### src/rtl/cmd_stream_loader_pkg.sv
// Shared definitions for the command-buffer loader and the buffer top.
// CMD_LOADER_CHECKSUM_EN adds the LOAD_CK state encoding.
package cmd_pkg;
  localparam int INPUTMODE_W = 2;
  localparam int INSTTYPE_W  = 1;

  localparam logic [INPUTMODE_W-1:0] MODE_IDLE = 2'd0;
  localparam logic [INPUTMODE_W-1:0] MODE_CMD  = 2'd1;
  localparam logic [INPUTMODE_W-1:0] MODE_EXEC = 2'd2;

  localparam logic [INSTTYPE_W-1:0] INST_ML = 1'b0;
  localparam logic [INSTTYPE_W-1:0] INST_FE = 1'b1;

  typedef enum logic [2:0] {
    ST_IDLE    = 3'd0,
    ST_LOAD_ML = 3'd1,
    ST_LOAD_FE = 3'd2,
    ST_EXEC    = 3'd3,
    ST_DONE    = 3'd4,
    ST_ERR     = 3'd5
`ifdef CMD_LOADER_CHECKSUM_EN
    , ST_LOAD_CK = 3'd6
`endif
  } ld_state_e;
endpackage

### src/rtl/cmd_stream_loader_if.sv
// Valid/ready command word stream between host interface and loader.
interface cmd_stream_loader_if #(parameter int CMD_SIZE = 64);
  logic                s_valid;
  logic                s_ready;
  logic [CMD_SIZE-1:0] s_data;
  logic                s_last;

  modport master (output s_valid, s_data, s_last, input s_ready);
  modport slave  (input s_valid, s_data, s_last, output s_ready);
endinterface

### src/rtl/cmd_stream_loader_seg_counter.sv
// Segment word counter: clear/increment with terminal-count flag against a runtime limit.
module cmd_seg_counter #(
  parameter int W = 11
) (
  input  logic         clk,
  input  logic         rst,
  input  logic         clr_i,
  input  logic         inc_i,
  input  logic [W-1:0] limit_i,
  output logic [W-1:0] cnt_o,
  output logic         tc_o
);
  logic [W-1:0] cnt_q, cnt_d;

  always_comb begin
    cnt_d = cnt_q;
    if (clr_i)      cnt_d = '0;
    else if (inc_i) cnt_d = cnt_q + W'(1);
  end

  always_ff @(posedge clk or posedge rst)
    if (rst) cnt_q <= '0;
    else     cnt_q <= cnt_d;

  assign cnt_o = cnt_q;
  assign tc_o  = (cnt_q == limit_i);
endmodule

### src/rtl/cmd_stream_loader.sv
// Streams ML then FE command words into the command buffer, then runs it to completion.
// CMD_LOADER_CHECKSUM_EN: a trailing XOR checksum word gates the transition to EXEC.
module cmd_stream_loader
  import cmd_pkg::*;
#(
  parameter int CMD_SIZE = 64,
  parameter int DEPTH_ML = 1024,
  parameter int DEPTH_FE = 2048,
  parameter int ADDR_W   = 11
) (
  input  logic                   clk,
  input  logic                   rst,
  input  logic                   start,
  cmd_stream_loader_if.slave     strm,
  output logic [INPUTMODE_W-1:0] cb_inputmode,
  output logic [INSTTYPE_W-1:0]  cb_insttype,
  output logic [ADDR_W-1:0]      cb_waddr,
  output logic [CMD_SIZE-1:0]    cb_wdata,
  input  logic                   cb_busy,
  output logic                   done,
  output logic                   err,
  output logic [2:0]             state_o
);
  localparam logic [ADDR_W-1:0] LIM_ML = ADDR_W'(DEPTH_ML - 1);
  localparam logic [ADDR_W-1:0] LIM_FE = ADDR_W'(DEPTH_FE - 1);

  ld_state_e              state_q;
  logic [INPUTMODE_W-1:0] mode_q;
  logic [INSTTYPE_W-1:0]  inst_q;
  logic [ADDR_W-1:0]      waddr_q;
  logic [CMD_SIZE-1:0]    wdata_q;
  logic                   done_q, err_q, guard_q;
  logic                   acc, in_seg, seg_last, fmt_ok, wr_ok, cnt_clr, cnt_inc, tc;
  logic [ADDR_W-1:0]      cnt;
`ifdef CMD_LOADER_CHECKSUM_EN
  logic [CMD_SIZE-1:0]    ck_q;
`endif

  assign in_seg = (state_q == ST_LOAD_ML) || (state_q == ST_LOAD_FE);
`ifdef CMD_LOADER_CHECKSUM_EN
  assign strm.s_ready = in_seg || (state_q == ST_LOAD_CK);
  assign seg_last     = 1'b0;  // the checksum word is the final stream word
`else
  assign strm.s_ready = in_seg;
  assign seg_last     = (state_q == ST_LOAD_FE) && tc;
`endif
  assign acc     = strm.s_valid && strm.s_ready;
  assign fmt_ok  = seg_last ? strm.s_last : !strm.s_last;
  assign wr_ok   = acc && in_seg && fmt_ok;
  assign cnt_clr = ((state_q == ST_IDLE) && start) || (wr_ok && tc && (state_q == ST_LOAD_ML));
  assign cnt_inc = wr_ok && !tc;

  cmd_seg_counter #(.W(ADDR_W)) u_cnt (
    .clk     (clk),
    .rst     (rst),
    .clr_i   (cnt_clr),
    .inc_i   (cnt_inc),
    .limit_i ((state_q == ST_LOAD_FE) ? LIM_FE : LIM_ML),
    .cnt_o   (cnt),
    .tc_o    (tc)
  );

  always_ff @(posedge clk or posedge rst) begin
    if (rst) begin
      state_q <= ST_IDLE;
      mode_q  <= MODE_IDLE;
      inst_q  <= INST_ML;
      waddr_q <= '0;
      wdata_q <= '0;
      done_q  <= 1'b0;
      err_q   <= 1'b0;
      guard_q <= 1'b0;
`ifdef CMD_LOADER_CHECKSUM_EN
      ck_q    <= '0;
`endif
    end else begin
      mode_q <= MODE_IDLE;
      done_q <= 1'b0;
      if (wr_ok) begin
        mode_q  <= MODE_CMD;
        inst_q  <= (state_q == ST_LOAD_FE) ? INST_FE : INST_ML;
        waddr_q <= cnt;
        wdata_q <= strm.s_data;
      end
`ifdef CMD_LOADER_CHECKSUM_EN
      if ((state_q == ST_IDLE) && start) ck_q <= '0;
      else if (wr_ok)                    ck_q <= ck_q ^ strm.s_data;
`endif
      case (state_q)
        ST_IDLE: if (start) state_q <= ST_LOAD_ML;
        ST_LOAD_ML:
          if (acc) begin
            if (!fmt_ok) begin
              state_q <= ST_ERR;
              err_q   <= 1'b1;
            end else if (tc) state_q <= ST_LOAD_FE;
          end
        ST_LOAD_FE:
          if (acc) begin
            if (!fmt_ok) begin
              state_q <= ST_ERR;
              err_q   <= 1'b1;
            end else if (tc) begin
`ifdef CMD_LOADER_CHECKSUM_EN
              state_q <= ST_LOAD_CK;
`else
              state_q <= ST_EXEC;
              guard_q <= 1'b1;
`endif
            end
          end
`ifdef CMD_LOADER_CHECKSUM_EN
        ST_LOAD_CK:
          if (acc) begin
            if (strm.s_last && (strm.s_data == ck_q)) begin
              state_q <= ST_EXEC;
              guard_q <= 1'b1;
            end else begin
              state_q <= ST_ERR;
              err_q   <= 1'b1;
            end
          end
`endif
        ST_EXEC: begin
          mode_q <= MODE_EXEC;
          // busy may lag the mode switch by a cycle, so the entry cycle ignores it
          if (guard_q) guard_q <= 1'b0;
          else if (!cb_busy) begin
            state_q <= ST_DONE;
            done_q  <= 1'b1;
          end
        end
        ST_DONE: mode_q <= MODE_EXEC;
        ST_ERR:  ;
        default: state_q <= ST_IDLE;
      endcase
    end
  end

  assign cb_inputmode = mode_q;
  assign cb_insttype  = inst_q;
  assign cb_waddr     = waddr_q;
  assign cb_wdata     = wdata_q;
  assign done         = done_q;
  assign err          = err_q;
  assign state_o      = state_q;
endmodule

### src/flat_wrapper.sv
// flat-port wrapper written by rule: the top's interface ports become plain ports
module cmd_stream_loader_flat import cmd_pkg::*;
#(
  parameter int CMD_SIZE = 64,
  parameter int DEPTH_ML = 1024,
  parameter int DEPTH_FE = 2048,
  parameter int ADDR_W   = 11
)
  (clk, rst, start, cb_inputmode, cb_insttype, cb_waddr, cb_wdata, cb_busy, done, err, state_o, strm_s_valid, strm_s_data, strm_s_last, strm_s_ready);
  cmd_stream_loader_if #(.CMD_SIZE(CMD_SIZE)) strm_i ();
  input  logic clk;
  input  logic rst;
  input  logic start;
  output logic [INPUTMODE_W-1:0] cb_inputmode;
  output logic [INSTTYPE_W-1:0] cb_insttype;
  output logic [ADDR_W-1:0] cb_waddr;
  output logic [CMD_SIZE-1:0] cb_wdata;
  input  logic cb_busy;
  output logic done;
  output logic err;
  output logic [2:0] state_o;
  input wire logic [$bits(strm_i.s_valid)-1:0] strm_s_valid;
  input wire logic [$bits(strm_i.s_data)-1:0] strm_s_data;
  input wire logic [$bits(strm_i.s_last)-1:0] strm_s_last;
  output wire logic [$bits(strm_i.s_ready)-1:0] strm_s_ready;
  assign strm_i.s_valid = strm_s_valid;
  assign strm_i.s_data = strm_s_data;
  assign strm_i.s_last = strm_s_last;
  assign strm_s_ready = strm_i.s_ready;
  cmd_stream_loader #(.CMD_SIZE(CMD_SIZE), .DEPTH_ML(DEPTH_ML), .DEPTH_FE(DEPTH_FE), .ADDR_W(ADDR_W)) u_core (.clk(clk), .rst(rst), .start(start), .strm(strm_i), .cb_inputmode(cb_inputmode), .cb_insttype(cb_insttype), .cb_waddr(cb_waddr), .cb_wdata(cb_wdata), .cb_busy(cb_busy), .done(done), .err(err), .state_o(state_o));
endmodule
### config.mk
export PLATFORM = sky130hd
export DESIGN_NAME = cmd_stream_loader_flat
export DESIGN_NICKNAME = d
export VERILOG_FILES = /design/src/rtl/cmd_stream_loader_pkg.sv /design/src/rtl/cmd_stream_loader_if.sv /design/src/rtl/cmd_stream_loader_seg_counter.sv /design/src/rtl/cmd_stream_loader.sv /design/src/flat_wrapper.sv
export SDC_FILE = /design/constraint.sdc
export NUM_CORES = 1
export LEC_CHECK = 0
export ABC_CLOCK_PERIOD_IN_PS = 3190
export CORE_AREA = 4 4 105 107
export CTS_CLUSTER_SIZE = 16
export DETAILED_ROUTE_END_ITERATION = 7
export DIE_AREA = 0 0 109 111
export GPL_ROUTABILITY_DRIVEN = 0
export MAX_ROUTING_LAYER = met4
export PLACE_DENSITY = 0.78
export SETUP_SLACK_MARGIN = 0.2
export SLEW_MARGIN = 40
export SYNTH_ARGS = -nofsm -noshare
export SYNTH_HDL_FRONTEND = slang
export SYNTH_SLANG_ARGS = --single-unit
### constraint.sdc
create_clock -name clk -period 3.19 [get_ports clk]
set_input_delay 0.4785 -clock clk [delete_from_list [all_inputs] [get_ports clk]]
set_output_delay 0.4785 -clock clk [all_outputs]
set_load 0.01 [all_outputs]
==> impl_metrics.yaml <==
floorplan:
  initial_core_util_pct: 39.2
  ios: 154
  num_rows: 37
  dieArea_mm2: 0.0121
  die_height_um: 111
  core_mm2: 0.0101
  die_width_um: 109
final_layout:
  diodes: 0
  final_nets: 503
  multiInputGateArea_mm2: 0.00149
  final_cell_mix: "153 x clkdlybuf4s50_1, 95 x dfrtp_1, 47 x mux2_2"
  seqCellArea_mm2: 0.00238
  n_fill_cell: 812
  final_layout_size_suffix_gt1_share_pct: 19.5
  layout_commonest_cell: "clkdlybuf4s50_1"
  syn_to_final_growth_pct: 46.8
sta:
  setup_slack_ps: 778
  max_freq_ghz: 0.415
  fin_worst_skew_ps: 3.05
  slew_viol_final: 0
  hold_viol_final: 0
  timing.final.crit_share_pct: 75.6
  setup_viol: 0
  tns_ps: 0
  rsz0062_at_grt: "false"
  slew_headroom_pct: 55.7
  tightest_slew_ps: 664
  fin_crit_ps: 2410
route:
  drcViolationCount: 0
  vias_per_cell: 4.88
  vias: 2798
  dr.pass1.iters: 4
  wl_mm: 9.38
  drtAntennaViolNets: 0
  wl_per_cell_um: 16.4
  drt_iter0_drc: 116
setup_path:
  startpoint_type: "flip-flop"
  required_ps: 3430
  cp_cell_sequence: "and4bb_2, nand4_1, xor2_2, nand2_4, buf_4, mux2_1"
  r2r_cells: 6
  rrSetupSlack_ps: 780
  crit_buf_inv: 1
  crit_family: "simple AND/OR/NAND/NOR gates"
  cp.arrival_ps: 2650
  critPathMaxStageDelay_ps: 560
  crit_type: "flip-flop to flip-flop"
  r2r_start: "u_core.state_o[2]"
  cp-end-kind: "flip-flop"
  reg2reg_to: "u_core.cb_wdata[32]"
  critical-path-slowest-cell: "dfrtp_1"
  critPathMaxFanout: 21
placed_design:
  portBuffers: 153
  post-place-ws_ps: 620
  dp_hpwl_mm: 7.11
logic_synthesis:
  netlist-cell-type-count: 41
  ys_seq_area_share_pct: 59.8
  synth_area_mm2: 0.00398
  syn_nets: 347
  ys_ff_latch: 95
  yosys_most_used_dff: "dfrtp_1"
  yosysWarnings: 0
  syn_inst: 276
  syn_avg_cell_area_um2: 14.4
  synth-edff-count: 0
  synth-async-reset-ratio_pct: 100
run_status:
  status: "finished clean"
cts:
  insertion_delay_ps: 350
  clk_pin_slew_ps: 90
  cts_sinks: 95
  cts_root_buf: "clkbuf_8"
  htreeDepth: 3
  post_cts_buffers: 0
  hold_buffers: 0
  clock_path_buffers: 2
  cts-resized-gates: 0
  cts_buffers: 9
  cts_tree: "built"
grt:
  antenna_found_initial: 0
  grt_overflow: 0
  first_global_vias: 2969
  track_usage_pct: 16.3
  grt_pass1_wl_mm: 15.0
  grt_max_degree: 54
power_and_ir_drop:
  power_mw: 2.20
  max-vdd-ir-drop_uv: 176
  p_per_area_mw_per_mm2: 377
  power_leakage_nw: 2.64
worst_hold_path:
  holdPathEnd: "u_core.done"
  hold_depth: 1
  hold_start: "u_core.guard_q"
  min_path_type: "flip-flop to flip-flop"
flow_run:
  drv_cap: 0
## power breakdown
part	leakage (nW)	internal, mW	switching [mW]
Sequential	1.28	1.23	0.0154
Combinational	1.29	0.149	0.0783
Clock	0.0768	0.305	0.421
## layer usage
layer	track usage, %	routed length [um]
met3	3.55	663
met4	5.47	144
met1	20.1	3990
met2	26.5	4580
met5	-	0
## synth_stat cells (2+ instances only)
master     instances  area share (%)
a2111oi_2          3             1.1
a211oi_1           3            0.57
a21oi_1            4            0.50
and3_1             2            0.31
and4_1             2            0.44
buf_2              6            0.76
buf_4              4            0.76
buf_6              3            0.85
dfrtp_1           95              60
inv_1              5            0.47
mux2_1            29             8.2
mux2_2            47              13
mux2i_1            3            0.76
nand2_1            9            0.85
nand3_1            3            0.38
nand4_1            5            0.79
nor2_1            10            0.94
nor2_2             3            0.47
nor3_1             3            0.38
nor3b_1            2            0.38
o21ai_0            6            0.76
o21bai_1           2            0.38
xnor2_1            9             2.0
## stage by stage
stage / std cells / cell area, um^2 / hold slack, ps / util [%]
finish: 573 / 5840 / 472 / 57.6
global route: 573 / 5840 / 475 / 57.6
CTS: 573 / 5840 / 464 / 57.6
detailed placement: 557 / 5650 / 449 / 55.8
global placement: 557 / 5650 / 442 / 55.8
floorplan: 276 / 3980 / 423 / -
## worst max-delay path by stage
stage | from | endpoint | slack (ps) | cells past startpoint
final | u_core.state_o[2] | u_core.cb_wdata[32] | 780 | 6
after global routing | u_core.state_o[0] | u_core.cb_wdata[32] | 610 | 6
after global placement | strm_s_valid | u_core.cb_wdata[30] | 670 | 5
after floorplan | rst | u_core.cb_inputmode[0] | 230 | 1
after detailed placement | strm_s_valid | u_core.cb_wdata[32] | 620 | 5
after CTS | u_core.state_o[2] | u_core.cb_wdata[9] | 760 | 6
## flip-flops by register name (all words and copies together), names as in the netlist
| signal | count |
|---|---|
| u_core.cb_inputmode | 2 |
| u_core.cb_insttype | 1 |
| u_core.cb_waddr | 11 |
| u_core.cb_wdata | 64 |
| u_core.done | 1 |
| u_core.err | 1 |
| u_core.guard_q | 1 |
| u_core.state_o | 3 |
| u_core.u_cnt.cnt_o | 11 |
## cells by family (layout without fill, tap and decap cells)
logic type	after synthesis	count (layout)	synth area share (%)
buffers and inverters	18	179	2.83
XOR/XNOR	12	12	3.02
multiplexers	79	79	22.3
AO/OA/AOI/OAI	25	25	5.03
flip-flops	95	95	59.8
adder cells (fa/ha/maj)	1	1	0.315
AND/OR/NAND/NOR	46	46	6.73
## area by class of cell
| cell class | instances | area share, % |
|---|---|---|
| clock buffer | 10 | 2.36 |
| sequential | 95 | 40.7 |
| inverter | 5 | 0.364 |
| multi-input combinational | 163 | 25.5 |
| tap | 136 | 2.91 |
| timing repair buffer | 158 | 27.3 |
| clock inverter | 6 | 0.793 |
Power figures use the tool's default switching activity.
==> RTL change: new RTL, config.mk and constraints unchanged <==
Change the package constant `INPUTMODE_W` from 2 to 4.
--- a/src/rtl/cmd_stream_loader_pkg.sv
+++ b/src/rtl/cmd_stream_loader_pkg.sv
@@ -1,7 +1,7 @@
 // Shared definitions for the command-buffer loader and the buffer top.
 // CMD_LOADER_CHECKSUM_EN adds the LOAD_CK state encoding.
 package cmd_pkg;
-  localparam int INPUTMODE_W = 2;
+  localparam int INPUTMODE_W = 4;
   localparam int INSTTYPE_W  = 1;
 
   localparam logic [INPUTMODE_W-1:0] MODE_IDLE = 2'd0;
Interface: changed (resized cb_inputmode); port bits go from 154 to 156. The function was not compared with the original's and may differ.
==> RTL change against the original RTL <==
Routed wire length is 3.3% higher; sequential cell count stayed put; setup slack lost 0.27 ns; cell area rose by 2.4%; synthesized area increased by 4.9%; critical path depth is the same; highest routed layer unchanged.
Power is not compared: it rests on default switching activity, and its combinational part moved more than twofold at a synthesized area within 25%.
==> RTL change: results (changes against the original RTL) <==
Min-Delay Path Class: in2async
first-pass GRT wire length: 15.6 mm (+3.9%)
dpl cell area: 0.00579 sq mm (+2.4%)
dpl ws: 0.502 ns (-0.117 ns)
status: complete, no violations
met2 WL: 4.58 mm (-0.11%)
Placed Cells incl. Taps: 576 (+3.4%)
# H-tree levels: 3 (unchanged)
PwrDens: 677 mW/mm^2
Synth Area in XOR/XNOR: 1.26% (-1.8 points)
post-synthesis adder-cell area fraction: 0.300% (-0.015 points)
post-synth cell types: 49 (+20%)
RR Endpoint: u_core.cb_waddr[6]
CTS Buf Count: 9 (unchanged)
relative slew slack: 61.6% (+5.9 points)
metal3 WL: 726 microns (+9.5%)
worst hold slack: 0.482 ns (+0.00998 ns)
Setup Skew: 0.0136 ns (+0.0105 ns)
met1 Usage GRT: 21.2% (+1.2 points)
GR Util met3: 5.18% (+1.6 points)
slack of the critical path: 0.513 ns (-0.265 ns)
GRT met2 Usage: 25.7% (-0.82 points)
Max Fanout on Critical Path: 77 (+270%)
pin count of the biggest net entering global routing: 78 (+44%)
All-Layer GR Usage: 16.6% (+0.26 points)
total power draw: 0.00405 W
Post-synth top cells: 95 x dfrtp_1, 45 x mux2_2, 30 x mux2_4
share of cells above drive strength 1: 21.7% (+2.3 points)
Critical Path AT: 2.91 ns (+0.26 ns)
Initial DRC Count: 146 (+26%)
Synth Area in Compound Gates: 5.37% (+0.33 points)
clk buf depth: 2 (unchanged)
hpwl dp: 6.90 mm (-3.0%)
Post-layout nets: 522 (+3.8%)
fillers: 840 (+3.4%)
post-route insts no fill: 592 (+3.3%)
Clock power frac: 18.8%
post-synthesis sequential area ratio: 57.0% (-2.8 points)
mux cell area share after synthesis: 23.2% (+0.90 points)
WL/cell: 16.4 microns (about the same)
Critical Path Source: u_core.state_o[1]
ranking of synthesized cells by area: dfrtp_1 57%, mux2_2 12%, mux2_4 11%
number of global-route vias before repair: 3107 (+4.6%)
wl on met1: 4.29 mm (+7.4%)
DRT Pass-1 Iters: 4 (unchanged)
vias per cell: 4.99 (+2.3%)
-- RTL change: cell types whose count changed after synthesis, moves of 5 or more --
cell,before,now
mux2_1,29,0
clkbuf_1,0,6
a21oi_1,4,12
nand3_1,3,8
o31ai_1,0,5
mux2_4,0,30
or4_1,0,6
xnor2_1,9,3
-- RTL change: how the worst max path moves through the flow --
stage               cells past startpoint                      to
floorplan                               1  u_core.cb_inputmode[0]
global placement                        5     u_core.cb_wdata[22]
detailed placement                      5      u_core.cb_wdata[5]
CTS                                     6      u_core.cb_wdata[3]
global route                            6     u_core.cb_wdata[21]
finish                                  6      u_core.cb_waddr[6]
-- RTL change: area by class of cell --
type	instances	share of cell area (%)
Sequential cell	95	39.8
Multi-Input combinational cell	183	27.4
Timing Repair Buffer	157	26.5
Tap cell	136	2.85
Clock buffer	10	2.30
Clock inverter	6	0.858
Inverter	5	0.335
